### src/rtl/counter_cmd_fsm.sv
// counter_cmd_fsm
// Run/stop/clear/mode controller for an up/down counter. Commands come from
// debounced buttons (rising-edge events) and, when the UART_CMD_EN macro is
// defined, from single-letter UART bytes that are also echoed back through a
// one-entry buffer. Without UART_CMD_EN the UART pins are ignored and the
// transmit outputs are tied low.
module counter_cmd_fsm #(
    parameter int CLEAR_CYCLES = 2
) (
    input  logic       clk,
    input  logic       rst,
    input  logic       i_enable,
    input  logic       i_clear,
    input  logic       i_mode,
    input  logic [7:0] rx_data,
    input  logic       rx_done,
    input  logic       tx_busy,
    output logic       o_enable,
    output logic       o_clear,
    output logic       o_mode,
    output logic [7:0] tx_data,
    output logic       tx_start,
    output logic [1:0] o_state
);

    typedef enum logic [1:0] {
        ST_STOP  = 2'b00,
        ST_RUN   = 2'b01,
        ST_CLEAR = 2'b10
    } state_t;

    // Last cycle spent in CLEAR; the counter starts at 0 on entry.
    localparam logic [3:0] LP_CLR_LAST = 4'(CLEAR_CYCLES - 1);

    state_t      r_state;
    state_t      w_next_state;
    logic [3:0]  r_clr_cnt;
    logic        r_enable;
    logic        r_clear;
    logic        r_mode;

    logic        r_prev_enable;
    logic        r_prev_clear;
    logic        r_prev_mode;

    logic        w_btn_run;
    logic        w_btn_clear;
    logic        w_btn_mode;
    logic        w_rx_run;
    logic        w_rx_clear;
    logic        w_rx_mode;
    logic        w_run_evt;
    logic        w_clear_evt;
    logic        w_mode_evt;

    // Previous button levels; reset high so a button held through reset
    // release is not mistaken for a fresh press.
    always_ff @(posedge clk or negedge rst) begin
        if (!rst) begin
            r_prev_enable <= 1'b1;
            r_prev_clear  <= 1'b1;
            r_prev_mode   <= 1'b1;
        end else begin
            // NOTE: state registers use non-blocking assignments so every
            // always_ff block sees the pre-edge values of the others.
            r_prev_enable <= i_enable;
            r_prev_clear  <= i_clear;
            r_prev_mode   <= i_mode;
        end
    end

    assign w_btn_run   = i_enable & ~r_prev_enable;
    assign w_btn_clear = i_clear  & ~r_prev_clear;
    assign w_btn_mode  = i_mode   & ~r_prev_mode;

`ifdef UART_CMD_EN
    logic       w_rx_cmd;
    logic [7:0] w_rx_upper;
    logic       r_echo_full;
    logic [7:0] r_echo_byte;
    logic       r_tx_start;
    logic [7:0] r_tx_data;

    assign w_rx_run   = rx_done && ((rx_data == 8'h52) || (rx_data == 8'h72));
    assign w_rx_clear = rx_done && ((rx_data == 8'h43) || (rx_data == 8'h63));
    assign w_rx_mode  = rx_done && ((rx_data == 8'h4D) || (rx_data == 8'h6D));
    assign w_rx_cmd   = w_rx_run | w_rx_clear | w_rx_mode;
    // Only letters reach the echo path, so clearing bit 5 upper-cases them.
    assign w_rx_upper = rx_data & 8'hDF;

    // Echo buffer: drain to the transmitter when it is idle; a new command
    // replaces whatever is pending.
    always_ff @(posedge clk or negedge rst) begin
        if (!rst) begin
            r_echo_full <= 1'b0;
            r_echo_byte <= 8'h00;
            r_tx_start  <= 1'b0;
            r_tx_data   <= 8'h00;
        end else begin
            r_tx_start <= 1'b0;
            // The strobe cycle itself is skipped so the transmitter has one
            // cycle to raise tx_busy before another byte could be offered.
            if (r_echo_full && !tx_busy && !r_tx_start) begin
                r_tx_start  <= 1'b1;
                r_tx_data   <= r_echo_byte;
                r_echo_full <= 1'b0;
            end
            // NOTE: the later non-blocking assignment wins, so a command
            // arriving in the drain cycle keeps the buffer full.
            if (w_rx_cmd) begin
                r_echo_byte <= w_rx_upper;
                r_echo_full <= 1'b1;
            end
        end
    end

    assign tx_start = r_tx_start;
    assign tx_data  = r_tx_data;
`else
    // UART pins are deliberately left unobserved in the button-only build.
    logic w_unused;

    assign w_unused   = ^{rx_data, rx_done, tx_busy};
    assign w_rx_run   = 1'b0;
    assign w_rx_clear = 1'b0;
    assign w_rx_mode  = 1'b0;
    assign tx_start   = 1'b0;
    assign tx_data    = 8'h00;
`endif

    // Same-kind events from both sources collapse into one.
    assign w_run_evt   = w_btn_run   | w_rx_run;
    assign w_clear_evt = w_btn_clear | w_rx_clear;
    assign w_mode_evt  = w_btn_mode  | w_rx_mode;

    // Next-state decode; clear outranks run, and CLEAR ignores both.
    always_comb begin
        // NOTE: default first so every path assigns and no latch is inferred.
        w_next_state = r_state;
        unique case (r_state)
            ST_STOP: begin
                if (w_clear_evt)    w_next_state = ST_CLEAR;
                else if (w_run_evt) w_next_state = ST_RUN;
            end
            ST_RUN: begin
                if (w_clear_evt)    w_next_state = ST_CLEAR;
                else if (w_run_evt) w_next_state = ST_STOP;
            end
            ST_CLEAR: begin
                if (r_clr_cnt == LP_CLR_LAST) w_next_state = ST_STOP;
            end
            default: w_next_state = ST_STOP;
        endcase
    end

    // State register with enable/clear registered from the next state so
    // they line up with o_state.
    always_ff @(posedge clk or negedge rst) begin
        if (!rst) begin
            r_state  <= ST_STOP;
            r_enable <= 1'b0;
            r_clear  <= 1'b0;
        end else begin
            r_state  <= w_next_state;
            r_enable <= (w_next_state == ST_RUN);
            r_clear  <= (w_next_state == ST_CLEAR);
        end
    end

    // Cycles already spent in CLEAR; held at zero in every other state.
    always_ff @(posedge clk or negedge rst) begin
        if (!rst) begin
            r_clr_cnt <= 4'd0;
        end else if (r_state != ST_CLEAR) begin
            r_clr_cnt <= 4'd0;
        end else begin
            r_clr_cnt <= r_clr_cnt + 4'd1;
        end
    end

    // Count direction toggles on every mode event, whatever the state.
    always_ff @(posedge clk or negedge rst) begin
        if (!rst) begin
            r_mode <= 1'b1;
        end else if (w_mode_evt) begin
            r_mode <= ~r_mode;
        end
    end

    assign o_enable = r_enable;
    assign o_clear  = r_clear;
    assign o_mode   = r_mode;
    assign o_state  = r_state;

endmodule

### config.mk
export PLATFORM = sky130hd
export DESIGN_NAME = counter_cmd_fsm
export DESIGN_NICKNAME = d
export VERILOG_FILES = /design/src/rtl/counter_cmd_fsm.sv
export SDC_FILE = /design/constraint.sdc
export NUM_CORES = 1
export LEC_CHECK = 0
export CAP_MARGIN = 20
export CORE_AREA = 3 3 40 42
export CTS_BUF_LIST = sky130_fd_sc_hd__clkbuf_4 sky130_fd_sc_hd__clkbuf_8
export DETAILED_ROUTE_END_ITERATION = 7
export DIE_AREA = 0 0 43 45
export HOLD_SLACK_MARGIN = 0.06
export PLACE_DENSITY = 0.82
export REMOVE_ABC_BUFFERS = 1
export SETUP_SLACK_MARGIN = 0.4
export SLEW_MARGIN = 40
export SYNTH_ARGS = -nofsm -noshare
export SYNTH_HDL_FRONTEND = slang
export SYNTH_SLANG_ARGS = --single-unit
### constraint.sdc
create_clock -name clk -period 1.7 [get_ports clk]
set_input_delay 0.17 -clock clk [delete_from_list [all_inputs] [get_ports clk]]
set_output_delay 0.17 -clock clk [all_outputs]
set_load 0.01 [all_outputs]
## Word level (Yosys, flattened, before mapping)

Cells that the tools add are included.

| storage, ports and cells | value |
|---|---|
| bits in registers | 12 |
| word-level logic and storage cells | 30 |
| bits of input ports | 15 |
| output and inout bits | 14 |

| cells by class | value |
|---|---|
| $add $sub $neg | 1 |
| bitwise operators | 7 |
| multiplexer cells | 7 |
| reductions and logical operators | 1 |
| eq/ne operators | 6 |

Operators by type and width:

| cell | number |
|---|---|
| $mux W2 | 5 |
| $pmux W2 S3 | 1 |
| $add A4 B1 Y4 const B | 1 |
| $eq A2 B1 Y1 const B | 2 |
| $eq A2 B2 Y1 const B | 2 |
| $eq A4 B1 Y1 const B | 1 |
| $mux W4 | 1 |
| $not A1 Y1 | 4 |
| $and A1 B1 Y1 | 3 |
| $logic_not A2 Y1 | 1 |
| $ne A2 B2 Y1 const B | 1 |

## Depth between registers and ports, before layout

Gate-level depths: netlist (run 1).

| logic depth | value |
|---|---|
| word-level depth | 6 |
| depth in mapped cells | 4 |
| gate-level depth less buffers | 4 |

## Worst setup path before layout (run 1)

OpenSTA, ideal clock, no wires.

| path | value |
|---|---|
| kind | register -> register |
| start | register r_clr_cnt[1] |
| end | register r_clear (netlist: o_clear) |
| cell stages (with the launch flop) | 5 |
| library setup time | 125 ps |
| required time | 1575 ps |
| period minus slack after synthesis | 976 ps |
| path buffers | 0 |
| data arrival time | 852 ps |
| setup slack | 724 ps |
| path through | dfrtp_1 -> inv_1 -> ha_1 -> a21oi_1 -> mux2_2 |

| between the ends | value |
|---|---|
| longest elaborated chain between the ends | 4 |

RTL lines:

| element | RTL line | RTL |
|---|---|---|
| start: declaration | 37 | `logic [3:0] r_clr_cnt;` |
| start signal: assignment | 177 | `r_clr_cnt <= r_clr_cnt + 4'd1;` |
| $eq A4 B1 Y1 | 150 | `if (r_clr_cnt == LP_CLR_LAST) w_next_state = ST_STOP;` |
| $mux W2 | 150 |  |
| $pmux W2 S3 | 140 | `unique case (r_state)` |
| $eq A2 B2 Y1 | 166 | `r_clear <= (w_next_state == ST_CLEAR);` |
| end signal: assignment | 166 |  |
| end: declaration | 39 | `logic r_clear;` |

No other way between the ends.
A chain may end at the register's enable or synchronous reset.

## Worst setup path in the final report (run 1)

| path | value |
|---|---|
| start | register r_mode (netlist: o_mode) |
| end | output o_mode |

RTL lines:

| element | RTL line | RTL |
|---|---|---|
| start: declaration | 40 | `logic r_mode;` |
| start signal: assignment | 186 | `r_mode <= ~r_mode;` |
| end: declaration | 20 | `output logic o_mode,` |

No word-level cell between the ends.

==> metrics.txt, run 1 <==
# TYPE chip_impl_metric gauge
chip_impl_info{name="synth.largest_area_cell",value="dfrtp_1"} 1
chip_impl_metric{name="layout.core_utilization",unit="%"} 50.1
chip_impl_metric{name="worst_hold_margin",unit="ns"} 0.226
chip_impl_metric{name="post_synth_instance_area",unit="um2"} 534
chip_impl_metric{name="core_area",unit="mm2"} 0.00128
chip_impl_metric{name="vdd_ir_drop_max",unit="mV"} 0.636
chip_impl_metric{name="design.die.area",unit="mm2"} 0.00194
chip_impl_metric{name="totalWireLength",unit="um"} 737
chip_impl_metric{name="first_global_vias",unit=""} 304
chip_impl_info{name="hold_class",value="in2async"} 1
chip_impl_metric{name="power_density",unit="mW/mm2"} 1430
chip_impl_metric{name="vias",unit=""} 312
chip_impl_metric{name="ys_seq_elements",unit=""} 12
chip_impl_metric{name="setup_slack_at_placement",unit="ns"} 0.489
chip_impl_info{name="synth_most_common_cell",value="buf_4"} 1
chip_impl_metric{name="fraction_of_layout_instances_using_a_drive_strength_above_1",unit="%"} 22.4
chip_impl_metric{name="gp_congestion",unit=""} 0.704
chip_impl_metric{name="clock_tree_buffer_depth",unit=""} 2
chip_impl_metric{name="grt_overflow_total",unit=""} 0
chip_impl_metric{name="maxSlewHeadroom",unit="%"} 66.7
chip_impl_metric{name="timing.clock.skew",unit="ns"} 0.00545
chip_impl_metric{name="finalSetupViolations",unit=""} 0
chip_impl_metric{name="insertedDiodeCount",unit=""} 0
chip_impl_metric{name="design.final.nets",unit=""} 76
chip_impl_metric{name="vias_per_cell",unit=""} 4.27
chip_impl_metric{name="grt_antenna_before_repair",unit=""} 0
chip_impl_info{name="r2r_start",value="r_clr_cnt[1]"} 1
chip_impl_metric{name="postLayoutSetupSlackWorst",unit="ns"} 0.469
chip_impl_metric{name="critical_path.max_stage_delay",unit="ns"} 0.53
chip_impl_metric{name="critical_path_buf_inv_count",unit=""} 1
chip_impl_metric{name="ctsHtreeMaxLevel",unit=""} 1
chip_impl_metric{name="initial_utilization",unit="%"} 41.6
chip_impl_metric{name="worstRegToRegCells",unit=""} 4
chip_impl_metric{name="route.detailed.drc",unit=""} 0
chip_impl_metric{name="drt_first_iter_violations",unit=""} 1
chip_impl_metric{name="power.static_leakage",unit="nW"} 0.312
chip_impl_info{name="rsz0062_at_grt",value="false"} 1
chip_impl_info{name="cpLargestDelayFamily",value="flip-flops"} 1
chip_impl_metric{name="finish.instance_area",unit="um2"} 644
chip_impl_info{name="critical_path.startpoint_type",value="flop"} 1
chip_impl_metric{name="port_buffers",unit=""} 9
chip_impl_metric{name="fmax",unit="MHz"} 812
chip_impl_metric{name="worstMarginPinSlew",unit="ns"} 0.497
chip_impl_info{name="post_synth_main_area_contributors",value="dfrtp_1 (37%), dfstp_2 (20%), buf_4 (13%)"} 1
chip_impl_metric{name="post_cts_hold_buffer_count",unit=""} 0
chip_impl_info{name="cp_cell_sequence",value="dlygate4sd2_1"} 1
chip_impl_metric{name="num_rows",unit=""} 13
chip_impl_info{name="cts_tree",value="done"} 1
chip_impl_metric{name="worstPathRequired",unit="ns"} 1.53
chip_impl_metric{name="multi_input_area",unit="um2"} 188
chip_impl_metric{name="synth-async-reset-ratio",unit="%"} 100
chip_impl_metric{name="final.period_utilization",unit="%"} 72.4
chip_impl_metric{name="grt_start_max_net_pins",unit=""} 13
chip_impl_metric{name="min_period",unit="ns"} 1.23
chip_impl_info{name="timing.setup.critical_path_class",value="reg2out"} 1
chip_impl_metric{name="detail-route-antenna-nets",unit=""} 0
chip_impl_info{name="status",value="finished, final reports clean"} 1
chip_impl_metric{name="synthDominantCellAreaShare",unit="%"} 37.5
chip_impl_metric{name="wl_per_cell",unit="um"} 10.1
chip_impl_info{name="synth-main-ff-cell",value="dfrtp_1"} 1
chip_impl_metric{name="synth-edff-count",unit=""} 0
chip_impl_metric{name="timing_hold_violations_final",unit=""} 0
chip_impl_metric{name="critPathArrivalTime",unit="ns"} 1.06
chip_impl_metric{name="synthToLayoutAreaGrowth",unit="%"} 20.6
chip_impl_metric{name="syn_avg_cell_area",unit="um2"} 12.1
chip_impl_metric{name="setup-tns-final",unit="ns"} 0
chip_impl_metric{name="chipWidth",unit="um"} 43
chip_impl_metric{name="critical_path_cell_count",unit=""} 1
chip_impl_info{name="cts_root_buf",value="clkbuf_4"} 1
chip_impl_metric{name="max_cap_violations",unit=""} 0
chip_impl_metric{name="timing_max_transition_violations_final",unit=""} 0
chip_impl_metric{name="critPathMaxFanout",unit=""} 2
chip_impl_metric{name="clkLatencyLatePin",unit="ns"} 0.27
chip_impl_metric{name="synthCells",unit=""} 44
chip_impl_metric{name="register_area",unit="um2"} 305
chip_impl_metric{name="ys_seq_area_share",unit="%"} 57.1
chip_impl_metric{name="design.portCount",unit=""} 29
chip_impl_info{name="crit_slowest_cell",value="dfstp_2"} 1
chip_impl_info{name="worstReg2RegEnd",value="o_state[1]"} 1
chip_impl_metric{name="placed_area",unit="um2"} 606
chip_impl_metric{name="first_pass_grt_wire_length",unit="um"} 1280
chip_impl_metric{name="clock-sinks",unit=""} 12
chip_impl_metric{name="synthesis.yosys.warnings",unit=""} 0
chip_impl_metric{name="regToRegSetupSlack",unit="ns"} 0.67
chip_impl_metric{name="synth_cell_type_count",unit=""} 16
chip_impl_metric{name="clk_pin_slew_worst_paths",unit="ns"} 0.08
chip_impl_info{name="endpoint_kind",value="output pin"} 1
chip_impl_metric{name="grtUsageTotal",unit="%"} 9.34
chip_impl_metric{name="fp.dieH",unit="um"} 45
chip_impl_metric{name="detail_route.first_pass.iterations",unit=""} 2
chip_impl_metric{name="cts_made_buffers",unit=""} 3
chip_impl_metric{name="nFillCells",unit=""} 127
chip_impl_info{name="post_synth_most_frequent_cells",value="buf_4 (9), dfrtp_1 (8), nor2_1 (5)"} 1
==> cell usage in the layout, fill, tap and decap left out, drive strengths merged <==
| cell type | n |
|---|---|
| clkbuf | 4 |
| nor2 | 5 |
| conb | 9 |
| dlygate4sd2 | 5 |
| ha | 2 |
| dfstp | 4 |
| buf | 2 |
| a21oi | 1 |
| nor3 | 2 |
| dfrtp | 8 |
| xnor2 | 3 |
| xor2 | 1 |
| clkdlybuf4s50 | 4 |
| nand3 | 1 |
| inv | 1 |
| nand2b | 2 |
| mux2 | 2 |
| nor2b | 2 |
==> per-stage QoR <==
step	instances	power, W
floorplan	43	0.000594
global placement	67	0.000727
detailed placement	67	0.000737
CTS	73	0.000933
global route	73	0.000985
finish	73	0.000923
==> power breakdown <==
group          internal (W)  switching, W
clock network      0.000107     0.0000938
logic              0.000156      0.000144
registers          0.000375     0.0000479
total              0.000638      0.000285
==> worst reg2reg max path, delay by kind of cell, from the launching register on <==
kind | cells | cell delay [ns]
compound gates | 1 | 0.07
fa+ha+maj | 1 | 0.13
buf+inv | 1 | 0.06
flops | 1 | 0.40
mux | 1 | 0.27
==> metal layers <==
layer	vias up	global-route usage [%]	wire length [um]	share of wire, %
li1	147	-	-	-
met1	145	12.2	328	45
met2	18	12.9	317	43
met3	2	2.79	76	10
met4	0	7.23	15	2.0
met5	-	0	0	0
==> layout make-up <==
class,instances,share of cell area [%]
Clock buffer,4,4.66
Inverter,1,0.583
Multi-Input combinational cell,30,29.1
Sequential cell,12,47.4
Tap cell,15,2.91
Timing Repair Buffer,11,15.3
==> worst max-delay path by stage <==
stage                       startpoint  endpoint  slack [ns]
final                           o_mode    o_mode        0.47
after global routing            o_mode    o_mode        0.44
after CTS                       o_mode    o_mode        0.46
after detailed placement        o_mode    o_mode        0.49
after global placement          o_mode    o_mode        0.49
after floorplan           r_clr_cnt[1]   o_clear        0.72
==> registers in the layout (all words and copies together) (netlist names) <==
| signal | count |
|---|---|
| o_clear | 1 |
| o_enable | 1 |
| o_mode | 1 |
| o_state | 2 |
| r_clr_cnt | 4 |
| r_prev_clear | 1 |
| r_prev_enable | 1 |
| r_prev_mode | 1 |
==> what timing repair did <==
| action | CTS | global route |
|---|---|---|
| endpoints found under the hold margin | 0 | 0 |
| setup buffers | 2 | 0 |
| endpoints found under the setup margin | 5 | 0 |
| gates resized for setup | 5 | 0 |
==> cells by family (layout without fill, tap and decap cells) <==
kind of cell | count (synthesis) | after routing | synth area share, %
compound gates | 1 | 1 | 0.936
xor+xnor | 4 | 4 | 6.56
fa+ha+maj | 2 | 2 | 4.68
buf+inv | 10 | 16 | 13.3
flops | 12 | 12 | 57.1
mux | 2 | 2 | 4.22
other cells | 1 | 9 | 0.702
simple gates | 12 | 12 | 12.4
Power figures use the tool's default switching activity.
==> run 2: changes to the inputs <==
- CORE_AREA: 3 3 40 42 -> not set
- CORE_MARGIN: not set -> 3
- CORE_UTILIZATION: not set -> 39
- DIE_AREA: 0 0 43 45 -> not set
- PLACE_DENSITY: 0.82 -> 0.8
- clock period: 1.7 -> 1.19 ns (I/O delays scaled with it)
==> run 2 against run 1 <==
  * Routed wire length grew 32%
  * Clock power rose by 60%
  * Largest cell class unchanged
  * Critical path type unchanged
  * Setup slack got worse by 0.32 ns
  * Sequential cell count unchanged
  * Register-to-register slack got worse by 0.51 ns
  * Sequential share of layout area is 8.9 points lower
  * Sequential power grew 48%
  * Clock skew is 0.00062 ns higher
  * Combinational power grew to 2.7 times the previous value
  * Critical endpoint unchanged
==> metrics.txt, run 2 (same netlist as run 1, synthesis figures left out) <==
# TYPE chip_impl_metric gauge
chip_impl_info{name="timing.setup.critical_path_class",value="reg2out"} 1
chip_impl_metric{name="vdd_ir_drop_max",unit="mV"} 1.18
chip_impl_metric{name="drt_first_iter_violations",unit=""} 2
chip_impl_metric{name="grt_overflow_total",unit=""} 0
chip_impl_metric{name="vias_per_cell",unit=""} 4.22
chip_impl_metric{name="initial_utilization",unit="%"} 45.0
chip_impl_metric{name="worstPathRequired",unit="ns"} 1.07
chip_impl_metric{name="route.detailed.drc",unit=""} 0
chip_impl_metric{name="finalSetupViolations",unit=""} 0
chip_impl_metric{name="largest_reg_flops",unit=""} 4
chip_impl_metric{name="timing_max_transition_violations_final",unit=""} 0
chip_impl_info{name="hold_class",value="in2async"} 1
chip_impl_info{name="layout.cells.most_common",value="conb_1"} 1
chip_impl_info{name="cts_root_buf",value="clkbuf_4"} 1
chip_impl_metric{name="grt_start_max_net_pins",unit=""} 13
chip_impl_metric{name="design.portCount",unit=""} 29
chip_impl_metric{name="design.die.area",unit="mm2"} 0.00185
chip_impl_metric{name="ctsHtreeMaxLevel",unit=""} 1
chip_impl_metric{name="clock-sinks",unit=""} 12
chip_impl_metric{name="clkLatencyLatePin",unit="ns"} 0.28
chip_impl_metric{name="timing.clock.skew",unit="ns"} 0.00607
chip_impl_metric{name="final.period_utilization",unit="%"} 87.5
chip_impl_metric{name="power_density",unit="mW/mm2"} 2180
chip_impl_metric{name="clock_tree_buffer_depth",unit=""} 2
chip_impl_metric{name="critical_path.max_stage_delay",unit="ns"} 0.54
chip_impl_metric{name="fraction_of_layout_instances_using_a_drive_strength_above_1",unit="%"} 62.5
chip_impl_metric{name="vias",unit=""} 329
chip_impl_metric{name="critPathMaxFanout",unit=""} 2
chip_impl_metric{name="grt_antenna_before_repair",unit=""} 0
chip_impl_info{name="cp_cell_sequence",value="buf_6"} 1
chip_impl_metric{name="finish.instance_area",unit="um2"} 801
chip_impl_metric{name="insertedDiodeCount",unit=""} 0
chip_impl_metric{name="detail-route-antenna-nets",unit=""} 0
chip_impl_metric{name="power.static_leakage",unit="nW"} 0.367
chip_impl_metric{name="wl_per_cell",unit="um"} 12.4
chip_impl_info{name="endpoint_kind",value="output pin"} 1
chip_impl_metric{name="port_buffers",unit=""} 9
chip_impl_metric{name="fmax",unit="MHz"} 960
chip_impl_metric{name="first_pass_grt_wire_length",unit="um"} 1540
chip_impl_metric{name="core_area",unit="mm2"} 0.00119
chip_impl_metric{name="timing_hold_violations_final",unit=""} 0
chip_impl_metric{name="post_cts_hold_buffer_count",unit=""} 0
chip_impl_metric{name="setup-tns-final",unit="ns"} 0
chip_impl_metric{name="max_cap_violations",unit=""} 0
chip_impl_metric{name="cts_made_buffers",unit=""} 3
chip_impl_metric{name="num_rows",unit=""} 12
chip_impl_info{name="critical_path.startpoint_type",value="flop"} 1
chip_impl_metric{name="fp.dieH",unit="um"} 43.0
chip_impl_metric{name="design.final.nets",unit=""} 82
chip_impl_metric{name="critical_path_buf_inv_count",unit=""} 1
chip_impl_metric{name="min_period",unit="ns"} 1.04
chip_impl_metric{name="gp_congestion",unit=""} 0.721
chip_impl_info{name="rsz0062_at_grt",value="true"} 1
chip_impl_metric{name="grtUsageTotal",unit="%"} 12.0
chip_impl_metric{name="clk_pin_slew_worst_paths",unit="ns"} 0.07
chip_impl_metric{name="totalWireLength",unit="um"} 971
chip_impl_metric{name="critPathArrivalTime",unit="ns"} 0.92
chip_impl_info{name="cts_tree",value="done"} 1
chip_impl_metric{name="first_global_vias",unit=""} 350
chip_impl_metric{name="chipWidth",unit="um"} 43.0
chip_impl_metric{name="detail_route.first_pass.iterations",unit=""} 2
chip_impl_info{name="layout_common_cells",value="conb_1 (9), dfrtp_1 (6), buf_6 (5)"} 1
chip_impl_metric{name="synthToLayoutAreaGrowth",unit="%"} 49.9
chip_impl_metric{name="total_power",unit="W"} 0.00175
chip_impl_metric{name="placed_area",unit="um2"} 619
chip_impl_info{name="status",value="finished, final reports clean"} 1
chip_impl_info{name="regMostFlops",value="r_clr_cnt"} 1
chip_impl_info{name="cpLargestDelayFamily",value="flip-flops"} 1
chip_impl_info{name="crit_slowest_cell",value="dfstp_2"} 1
==> run 2: stage by stage <==
| step | setup slack [ns] | cells | util, % | hold WS, ns |
|---|---|---|---|---|
| after CTS | 0.143 | 76 | 62.0 | 0.125 |
| after floorplan | 0.214 | 43 | - | -0.177 |
| final | 0.148 | 78 | 67.5 | 0.124 |
| after detailed placement | 0.00606 | 68 | 52.2 | 0.431 |
| after global placement | 0.0335 | 68 | 52.2 | 0.429 |
| after global routing | 0.100 | 78 | 67.5 | 0.125 |
==> run 2: layout make-up <==
| cell class | count | area [um2] |
|---|---|---|
| clock buffers | 4 | 36.3 |
| flip-flops and latches | 12 | 308 |
| multi-input cells | 30 | 289 |
| fillers | 90 | 385 |
| repair buffers | 17 | 146 |
| inverters | 1 | 3.75 |
| well taps | 14 | 17.5 |
==> run 2: timing repair <==
action                                  4_1_cts  5_1_grt
buffers inserted                              4        2
endpoints found under the setup margin       14       14
resized for setup                            34       12
pin swaps                                     2        7
==> run 2: routing by layer <==
metal	part of all wire (%)	GRT usage (%)	vias up	routed length, um
met4	1.6	6.63	0	16
met2	56	18.9	13	542
met3	6.5	6.78	2	63
li1	-	-	161	-
met1	36	12.5	153	348
met5	0	0	-	0
==> run 2: path summary, 6_finish.rpt <==
check | endpoint | from | depth (start not counted) | slack [ns]
worst max-delay path | o_mode | o_mode | 1 | 0.15
worst min-delay path | o_enable | rst | 2 | 0.12
worst max register to register | o_state[1] | r_clr_cnt[1] | 4 | 0.16
worst min register to register | o_enable | o_state[1] | 2 | 0.58
max in group asynchronous | r_prev_clear | rst | 2 | 0.83
min in group clk | r_prev_clear | i_clear | 1 | 0.26
==> run 2: power by group <==
part | total (W) | switching (W) | internal (W) | leakage, nW
clock network | 0.000322 | 0.000135 | 0.000187 | 0.0210
registers | 0.000624 | 0.0000847 | 0.000540 | 0.144
logic | 0.000802 | 0.000347 | 0.000455 | 0.201
==> run 2: worst register-to-register path: stages (launching register included) <==
cell and delay, ns:
dfrtp_1 0.40, inv_2 0.08, ha_4 0.13, a21oi_2 0.05
mux2_4 0.25
